==> src/rtl/instr_fetch_unit.sv <==
// Non-pipelined instruction fetch unit: owns the PC, fetches one word at a time,
// hands it to decode and waits for the resolved next PC before fetching again.
module instr_fetch_unit #(
    parameter int              ADDR_W   = 32,
    parameter logic [ADDR_W-1:0] RESET_PC = 32'h0000_0000,
    parameter logic [ADDR_W-1:0] HALT_PC  = 32'd48
) (
    input  logic              clk,
    input  logic              rst_n,
    output logic              imem_req_valid,
    input  logic              imem_req_ready,
    output logic [ADDR_W-1:0] imem_addr,
    input  logic              imem_rsp_valid,
    input  logic [31:0]       imem_rdata,
    output logic              inst_valid,
    input  logic              inst_ready,
    output logic [31:0]       inst,
    output logic [ADDR_W-1:0] inst_pc,
    input  logic              npc_valid,
    input  logic [ADDR_W-1:0] npc,
    output logic              halted,
    output logic              fault,
    output logic [ADDR_W-1:0] fault_addr
);

    typedef enum logic [2:0] {
        ST_REQ   = 3'd0,
        ST_WAIT  = 3'd1,
        ST_ISSUE = 3'd2,
        ST_EXEC  = 3'd3,
        ST_HALT  = 3'd4,
        ST_FAULT = 3'd5
    } state_e;

    // A core whose reset vector is the halt loop never fetches at all.
    localparam state_e RESET_STATE = (RESET_PC == HALT_PC) ? ST_HALT : ST_REQ;

    function automatic logic is_misaligned(input logic [ADDR_W-1:0] addr);
        return (addr[1:0] != 2'b00);
    endfunction

    state_e            state_q, state_d;
    logic [ADDR_W-1:0] pc_q, pc_d;
    logic [31:0]       inst_q, inst_d;
    logic [ADDR_W-1:0] inst_pc_q, inst_pc_d;
    logic [ADDR_W-1:0] fault_addr_q, fault_addr_d;
    logic              req_valid_q, req_valid_d;
    logic              inst_valid_q, inst_valid_d;
    logic              halted_q, halted_d;
    logic              fault_q, fault_d;

    // Next-state, datapath capture and registered output flag computation.
    always_comb begin
        state_d      = state_q;
        pc_d         = pc_q;
        inst_d       = inst_q;
        inst_pc_d    = inst_pc_q;
        fault_addr_d = fault_addr_q;

        case (state_q)
            ST_REQ: begin
                // Handshake uses the registered valid so the reset cycle never counts.
                if (req_valid_q && imem_req_ready) begin
                    state_d = ST_WAIT;
                end else begin
                    state_d = ST_REQ;
                end
            end
            ST_WAIT: begin
                if (imem_rsp_valid) begin
                    inst_d    = imem_rdata;
                    inst_pc_d = pc_q;
                    state_d   = ST_ISSUE;
                end else begin
                    state_d = ST_WAIT;
                end
            end
            ST_ISSUE: begin
                if (inst_valid_q && inst_ready) begin
                    state_d = ST_EXEC;
                end else begin
                    state_d = ST_ISSUE;
                end
            end
            ST_EXEC: begin
                if (npc_valid) begin
                    if (is_misaligned(npc)) begin
                        fault_addr_d = npc;
                        state_d      = ST_FAULT;
                    end else if (npc == HALT_PC) begin
                        pc_d    = npc;
                        state_d = ST_HALT;
                    end else begin
                        pc_d    = npc;
                        state_d = ST_REQ;
                    end
                end else begin
                    state_d = ST_EXEC;
                end
            end
            ST_HALT: begin
                state_d = ST_HALT;
            end
            ST_FAULT: begin
                state_d = ST_FAULT;
            end
            default: begin
                // Unreachable encodings park the core safely.
                state_d = ST_FAULT;
            end
        endcase

        req_valid_d  = (state_d == ST_REQ);
        inst_valid_d = (state_d == ST_ISSUE);
        halted_d     = (state_d == ST_HALT);
        fault_d      = (state_d == ST_FAULT);
    end

    // State, PC, captured instruction and output flag registers.
    always_ff @(posedge clk or negedge rst_n) begin
        if (!rst_n) begin
            state_q      <= RESET_STATE;
            pc_q         <= RESET_PC;
            inst_q       <= 32'h0000_0000;
            inst_pc_q    <= '0;
            fault_addr_q <= '0;
            req_valid_q  <= 1'b0;
            inst_valid_q <= 1'b0;
            halted_q     <= 1'b0;
            fault_q      <= 1'b0;
        end else begin
            state_q      <= state_d;
            pc_q         <= pc_d;
            inst_q       <= inst_d;
            inst_pc_q    <= inst_pc_d;
            fault_addr_q <= fault_addr_d;
            req_valid_q  <= req_valid_d;
            inst_valid_q <= inst_valid_d;
            halted_q     <= halted_d;
            fault_q      <= fault_d;
        end
    end

    assign imem_req_valid = req_valid_q;
    assign imem_addr      = pc_q;
    assign inst_valid     = inst_valid_q;
    assign inst           = inst_q;
    assign inst_pc        = inst_pc_q;
    assign halted         = halted_q;
    assign fault          = fault_q;
    assign fault_addr     = fault_addr_q;

endmodule

==> config.mk <==
export PLATFORM = sky130hd
export DESIGN_NAME = instr_fetch_unit
export DESIGN_NICKNAME = d
export VERILOG_FILES = /design/src/rtl/instr_fetch_unit.sv
export SDC_FILE = /design/constraint.sdc
export NUM_CORES = 1
export LEC_CHECK = 0
export ABC_AREA = 1
export ABC_CLOCK_PERIOD_IN_PS = 1500
export CAP_MARGIN = 10
export CORE_MARGIN = 3
export CORE_UTILIZATION = 40
export DETAILED_ROUTE_END_ITERATION = 16
export PLACE_DENSITY = 0.74
export SETUP_SLACK_MARGIN = 0.2
export SLEW_MARGIN = 20
export SYNTH_ARGS = -nofsm -noshare
export SYNTH_HDL_FRONTEND = slang
export SYNTH_SLANG_ARGS = --single-unit
==> constraint.sdc <==
create_clock -name clk -period 1.5 [get_ports clk]
set_clock_uncertainty 0.2 [all_clocks]
set_input_delay 0.375 -clock clk [delete_from_list [all_inputs] [get_ports clk]]
set_output_delay 0.375 -clock clk [all_outputs]
set_load 0.02 [all_outputs]
==> results of run 1 <==
through the flow:
stage                     utilization  instances  setup TNS [ps]  setup WS [ps]  cell area, um^2
final                           0.793       1138          -19760           -213            10100
after global routing            0.793       1138          -31120           -254            10100
after CTS                       0.732       1088          -13220          -96.8             9320
after detailed placement        0.630        999          -57010           -490             8010
after global placement          0.630        999          -54390           -474             8010
after floorplan                     -        578           -5380           -100             5320
power breakdown:
| group | total (mW) | switching [mW] | internal, mW |
|---|---|---|---|
| Combinational | 0.782 | 0.352 | 0.431 |
| Sequential | 3.75 | 0.0467 | 3.70 |
| Clock | 4.18 | 1.51 | 2.66 |
| Total | 8.71 | 1.91 | 6.80 |
routing by layer:
layer / vias to the layer above / global-route usage
met2: 234 / 0.421
met5: - / 0
met4: 0 / 0.0914
met1: 2664 / 0.271
met3: 44 / 0.0683
li1: 2529 / -
how the worst max path moves through the flow:
stage | start | end | slack [ps] | cells past startpoint
floorplan | state_q[0] | fault_addr[27] | -100 | 9
CTS | state_q[2] | inst[30] | -100 | 7
global route | state_q[2] | inst_pc[8] | -250 | 8
finish | state_q[2] | inst[18] | -210 | 8
detailed placement | npc[16] | imem_req_valid | -490 | 11
global placement | npc[1] | imem_addr[30] | -470 | 7
worst max-delay path: cells and delay by family, from the launching register on:
| family | cells | cell delay [ps] |
|---|---|---|
| buffers and inverters | 4 | 540 |
| DFF | 1 | 450 |
| and+or+nand+nor | 4 | 440 |
placed cells by master, fill, tap and decap left out, types with 6 or more instances in the layout:
master / n
nor2_4: 6
o21ai_0: 14
inv_1: 32
buf_4: 138
nor2_1: 14
nand2_1: 218
dfrtp_1: 134
clkdlybuf4s50_1: 53
inv_2: 12
nand2_2: 45
clkbuf_16: 26
dlygate4sd2_1: 13
buf_12: 11
o21ai_1: 40
buf_6: 150
o21ai_2: 15
sequential cells by signal (all words and copies together), names as in the netlist:
register and flops:
inst_pc 32, imem_req_valid 1, halted 1, fault_addr 32
fault 1, inst 32, inst_valid 1, imem_addr 32
state_q 3
logic make-up after synthesis:
kind of cell / share of synthesized area
flip-flops: 0.645
buffers and inverters: 0.0588
AO/OA/AOI/OAI: 0.0731
AND/OR/NAND/NOR: 0.223
area by class of cell:
| class | instances | area [um^2] |
|---|---|---|
| fillers | 736 | 2630 |
| clock buffers | 25 | 505 |
| well taps | 172 | 215 |
| inverters | 47 | 186 |
| multi-input cells | 371 | 1790 |
| repair inverters | 1 | 6.26 |
| repair buffers | 380 | 3920 |
| clock inverters | 7 | 91.3 |
| flip-flops and latches | 135 | 3380 |
timing repair:
item / 4_1_cts / 5_1_grt
pin swaps: 20 / 13
gates cloned: 2 / 14
hold buffers: 1 / 0
gates resized for setup: 846 / 80
setup buffers: 54 / 36
endpoints found under the hold margin: 135 / 0
setup endpoints to repair: 267 / 267
==> run summary, run 1 <==
The transition time of the tightest slew-check pin came out at 356 ps. The clock transition time at the flip-flop clock pins of the worst setup and hold paths is 60 ps. The die outline height is 120 um.

202 I/O pins were placed. The setup path with the least slack is of type reg2reg. The proportion of netlist area held by the largest area contributor came out at 0.645.

In this run the clock root is driven by a clkbuf_16. Final hold analysis gives a worst-case slack of 54.0 ps. Counting I/O delays and the setup requirement, the final critical path takes 1710 ps. The final count of hold timing violations is 0. The total track usage is 0.238.

The register-to-register setup slack came out at -210 ps. The post-route total power is 8.71 mW. The via count of the first global-routing pass is 5390.

Summing every instance area after synthesis gives 5240 um^2. Synthesis instantiated 20 different standard cells from the library. In this run, synthesis inferred 0 flip-flops with an integrated enable. The area added between synthesis and finish is 92.6%. The total wire length came out at 19.9 mm. The met2 layer wire length in the routed design came out at 10.5 mm. Using the TritonRoute via totals, the vias-per-cell ratio works out to 4.81.

The run finished, with violations left. The most instantiated flip-flop cell in the synthesis netlist is dfrtp_1. The number of antenna diodes in the final layout is 0. In this design, the stage delay of the slowest critical-path cell is 450 ps. The count of cells along the worst register-to-register path came out at 8.

Timing would allow up to 584 MHz. The clock sink count came out at 135. The die is 120 um wide. The startpoint identified for the worst register-to-register timing path is state_q[2]. The wire-length estimate of the detail-placed layout is 11.2 mm. The clock tree from TritonCTS is yes. In this run the worst hold path is classified as in2reg. Summed over all nets, wire length on met3 after detailed routing comes to 1.30 mm.

In the post-synthesis netlist, the cell with the most instances is nand2_1. The checks that failed: negative setup slack. The final max-slew violation count came out at 0.

The type of destination of the critical path is a register. The number of warning messages in the yosys log is 0. The mean post-synth cell area is 9.06 um^2. The critical-path maximum fanout came out at 7. Entering global routing, the biggest net connects 43 pins. For this run, design rule violations remaining after detail routing come to 0. In this run the core area contains 41 standard-cell rows. For this run, asynchronously set or reset flops after synthesis account for 1.00.

The final cycle utilization of the critical path is 1.14. The remaining antenna violation count is 0. The area of the core came out at 12700 um^2. The signal on the critical path passes through inv_2 -> nand3_4 -> nor2_4 -> buf_6 -> buf_12 -> clkbuf_16 -> nand2_2 -> nand2_1. The overall overflow remaining after global route is 0.

During placement, the flow inserted port buffers numbering 201. The clock reaches the later pin of the worst-skew pair after 420 ps. After detailed routing, the average wire length per cell comes to 17.4 um. In the synthesized netlist, the number of instances is 578. The peak ir drop on the vdd network is 606 uV.

The worst setup slack after layout is -213 ps. The slowest stage cell on the critical path is dfrtp_2. The total vias in the final route came out at 5471. The data arrival time of the worst path came out at 1860 ps. The tightest slew margin relative to the limit came out at 0.762. The startpoint type of the worst setup path is a register. The number of H-tree branching levels came out at 4. The destination of the worst register-to-register timing path is inst[18].

The largest total area in the synthesized netlist belongs to dfrtp_1. The maximum root-to-sink buffer count is 2. Power spread over the standard cell area amounts to 863 nW/um^2. The endpoint of the worst hold path is imem_addr[6]. The number of optimization iterations in the first detailed-route pass came out at 5. The worst hold path begins at npc[6]. The number of nets in the synthesized netlist is 648. After detailed routing, the wire length on met1 is 7.49 mm.

The die area came out at 14500 um^2. The data required time of the critical path is 1640 ps. The number of maximum-capacitance constraint violations came out at 0. For this run, the register share of the synthesized area comes to 0.645. At the end of routability-driven placement, the weighted congestion stood at 0.866.

The final net count came out at 1023. Counting instances, the worst hold path has a depth of 3. By area the synthesized netlist is led by dfrtp_1 64%, nand2_1 19%, o21ai_0 3.8%.

The leakage power is 5.33 nW. The wire length of the first global-routing pass came out at 26.8 mm. After synthesis, the most frequently instantiated cells are 266 x nand2_1, 135 x dfrtp_1, 42 x inv_1.

The share of layout cells above drive strength 1 is 0.450. The number of clock buffers added by TritonCTS is 17. The number of antenna violations at the first check in global routing came out at 0. Setup repair after global routing could not meet its margin everywhere. The flop and latch count out of synthesis is 135. The final count of negative-setup-slack endpoints is 264. The first routing iteration left 340 violations. The effective utilization at floorplan is 0.412. The detailed router used layers up to and including met4.
Note: power is estimated with default switching activity, not from simulation.
==> inputs of run 2 (changes only) <==
--- a/config.mk
+++ b/config.mk
@@ -7,7 +7,7 @@
 export LEC_CHECK = 0
 export ABC_AREA = 1
 export ABC_CLOCK_PERIOD_IN_PS = 1500
-export CAP_MARGIN = 10
+export CAP_MARGIN = 20
 export CORE_MARGIN = 3
 export CORE_UTILIZATION = 40
 export DETAILED_ROUTE_END_ITERATION = 16
==> results of run 2 <==
No change in the layout: final DEF, timing and power equal those of run 1.
==> inputs of run 3 (changes only) <==
--- a/config.mk
+++ b/config.mk
@@ -9,8 +9,10 @@
 export ABC_CLOCK_PERIOD_IN_PS = 1500
 export CAP_MARGIN = 20
 export CORE_MARGIN = 3
-export CORE_UTILIZATION = 40
+export CORE_UTILIZATION = 56
 export DETAILED_ROUTE_END_ITERATION = 16
+export DONT_BUFFER_PORTS = 1
+export MAX_ROUTING_LAYER = met4
 export PLACE_DENSITY = 0.74
 export SETUP_SLACK_MARGIN = 0.2
 export SLEW_MARGIN = 20
==> run summary, run 3 (synthesis gave the netlist of run 1 again) <==
The run finished, with violations left. The final reports fail on negative hold slack, negative setup slack. The largest net degree at the start of global routing was 136 (+220%). The worst setup slack after layout was -365 ps (-153 ps). Setup repair after global routing could not meet its margin everywhere.

The final max-slew violation count came to 0 (unchanged). The floorplan die width came out at 103 um (-15%). The area of the core came out at 8890 um^2 (-30%). The wire length of the first global-routing pass came out at 24.8 mm (-7.2%). The final count of negative-setup-slack endpoints is 266 (+0.76%).

The die outline height came out at 103 um (-15%). The total CTS buffers was 17 (unchanged). The final cycle utilization of the critical path came to 1.24 (+0.102). The worst hold path belongs to the class in2async. In the layout the commonest cells are 169 x nand2_1, 132 x dfrtp_2, 62 x dlygate4sd3_1. The number of buffers inserted by hold repair at cts is 67 (+66). The clock tree from TritonCTS is yes. The post-DP HPWL is 8.55 mm (-24%). The critical-path maximum fanout is 8 (+1). The peak ir drop on the vdd network was 1100 uV (+81%).

The register-to-register setup slack is -370 ps (-150 ps). The maximum root-to-sink buffer count came to 2 (unchanged). The leading cell type in the layout, fill and taps excluded is nand2_1. The tightest slew margin relative to the limit is 0.690 (-0.0727). The remaining antenna violation count came out at 0 (unchanged). The final count of hold timing violations came to 135 (+135). The data required time of the critical path came out at 1660 ps (+20 ps). The final net count is 773 (-24%). The clock sink count is 135 (unchanged). The I/O pin count was 202 (unchanged). The number of optimization iterations in the first detailed-route pass came out at 7 (+2).

The number of H-tree branching levels is 4 (unchanged). The type of destination of the critical path is a register. The detailed-route vias per instance came out at 6.26 (+30%). The total wire length is 22.4 mm (+13%). The effective utilization at floorplan came to 0.589 (+0.177).

The number of maximum-capacitance constraint violations is 0 (unchanged). The post-route total power is 8.28 mW (-4.9%). The fill cell instance count of the final layout came out at 323 (-56%). The data arrival time of the worst path was 2020 ps (+160 ps).

Clock tree synthesis selected as its root buffer the cell clkbuf_8. The fmax is 536 MHz (-8.2%). The wire length per cell after detailed routing was 27.2 um (+56%). The starting DRC count in detailed routing came out at 575 (+69%).

By startpoint and endpoint, the worst setup path is classified as reg2reg. The area added between synthesis and finish is 55.4%. The area of the multi-input gates was 2100 um^2 (+17%). The total power density per cell area is 1020 nW/um^2 (+18%). The residual DRC count came out at 0 (unchanged).

The die area came to 10600 um^2 (-27%). The placement row count was 34 (-17%). The total vias in the final route is 5161 (-5.7%). The final critical-path required period came to 1870 ps (+153 ps).

The final design area excluding fillers was 8140 um^2 (-19%). The share of layout cells above drive strength 1 is 0.521 (+0.0706). The transition time of the tightest slew-check pin came out at 461 ps (+104 ps). The post-detailed-placement cell area came to 5570 um^2 (-31%).

The leakage power came out at 3.77 nW (-29%). The worst setup path is launched from a register. The overall overflow remaining after global route came to 0 (unchanged). The total track usage is 0.327 (+0.0896). The flip-flop and latch area is 3540 um^2 (+4.9%). The via count of the first global-routing pass was 4828 (-10%). The clock latency at the later pin of the worst-skew pair came to 520 ps (+100 ps). The routability congestion estimate from global placement came out at 0.827 (-4.5%). The count of buffers inserted at the top-level ports is 0 (-100%). The clock transition time at the flip-flop clock pins of the worst setup and hold paths came out at 70 ps (about the same). The number of antenna violations at the first check in global routing is 1 (+1). The final-layout worst hold slack came out at -659 ps (-713 ps).
run 3: changes by cell type in the layout (fill, tap and decap cells not counted), moves of 15 or more:
| cell | before | now |
|---|---|---|
| clkdlybuf4s50_1 | 53 | 0 |
| nand2_4 | 5 | 39 |
| nand2_2 | 45 | 60 |
| nand2_1 | 218 | 169 |
| dfrtp_2 | 1 | 132 |
| dfrtp_1 | 134 | 3 |
| dlygate4sd3_1 | 1 | 62 |
| buf_4 | 138 | 27 |
| buf_6 | 150 | 11 |
run 3: worst paths after layout:
| path | from | endpoint | cells past startpoint |
|---|---|---|---|
| min in group clk | npc[5] | imem_addr[5] | 3 |
| worst max register to register | state_q[2] | inst[22] | 8 |
| worst min register to register | inst_pc[16] | inst_pc[16] | 2 |
| worst min-delay path | rst_n | inst[5] | 0 |
| max in group asynchronous | rst_n | fault_addr[16] | 0 |
| worst max-delay path | state_q[2] | inst[22] | 8 |
run 3: critical path: stages, from the launching register on:
cell      delay [ps]
dfrtp_2          450
inv_4             80
nand3_4           90
nor2_4           190
clkinv_4         160
buf_6            170
buf_16           150
nand2_2           60
nand2_1          140
run 3: layer usage:
layer,vias up,global-route usage,wire (um)
met5,-,-,0
met4,0,0.173,1770
met3,164,0.0974,2660
met2,473,0.568,11000
met1,2481,0.330,7030
li1,2043,-,-
run 3: layout make-up:
| cell class | instances | share of cell area |
|---|---|---|
| multi-input cells | 371 | 0.257 |
| repair buffers | 131 | 0.198 |
| inverters | 47 | 0.0235 |
| flip-flops and latches | 135 | 0.435 |
| clock inverters | 12 | 0.0146 |
| clock buffers | 20 | 0.0547 |
| diodes | 1 | 0.000307 |
| well taps | 108 | 0.0166 |
run 3: metrics by stage:
step                TNS, ps   util  instances  setup WS, ps  hold slack [ps]
CTS                  -16450  0.827        806          -126             -659
detailed placement    -7360  0.626        695          -101             -117
floorplan             -5380      -        578          -100             -121
global route         -39410  0.916        825          -466             -676
finish               -32190  0.916        825          -365             -659
global placement      -2820  0.626        695         -37.6             -118
run 3: where the power goes:
group / switching [mW] / total (mW) / internal, mW
Sequential: 0.160 / 3.87 / 3.71
Clock: 1.70 / 4.01 / 2.31
Combinational: 0.176 / 0.396 / 0.220
Total: 2.04 / 8.28 / 6.24
run 3: what timing repair did:
action	CTS	global route
gates cloned	8	6
pin swaps	7	21
buffers inserted	4	12
endpoints found under the hold margin	236	135
gates resized for setup	176	181
endpoints found under the setup margin	266	267
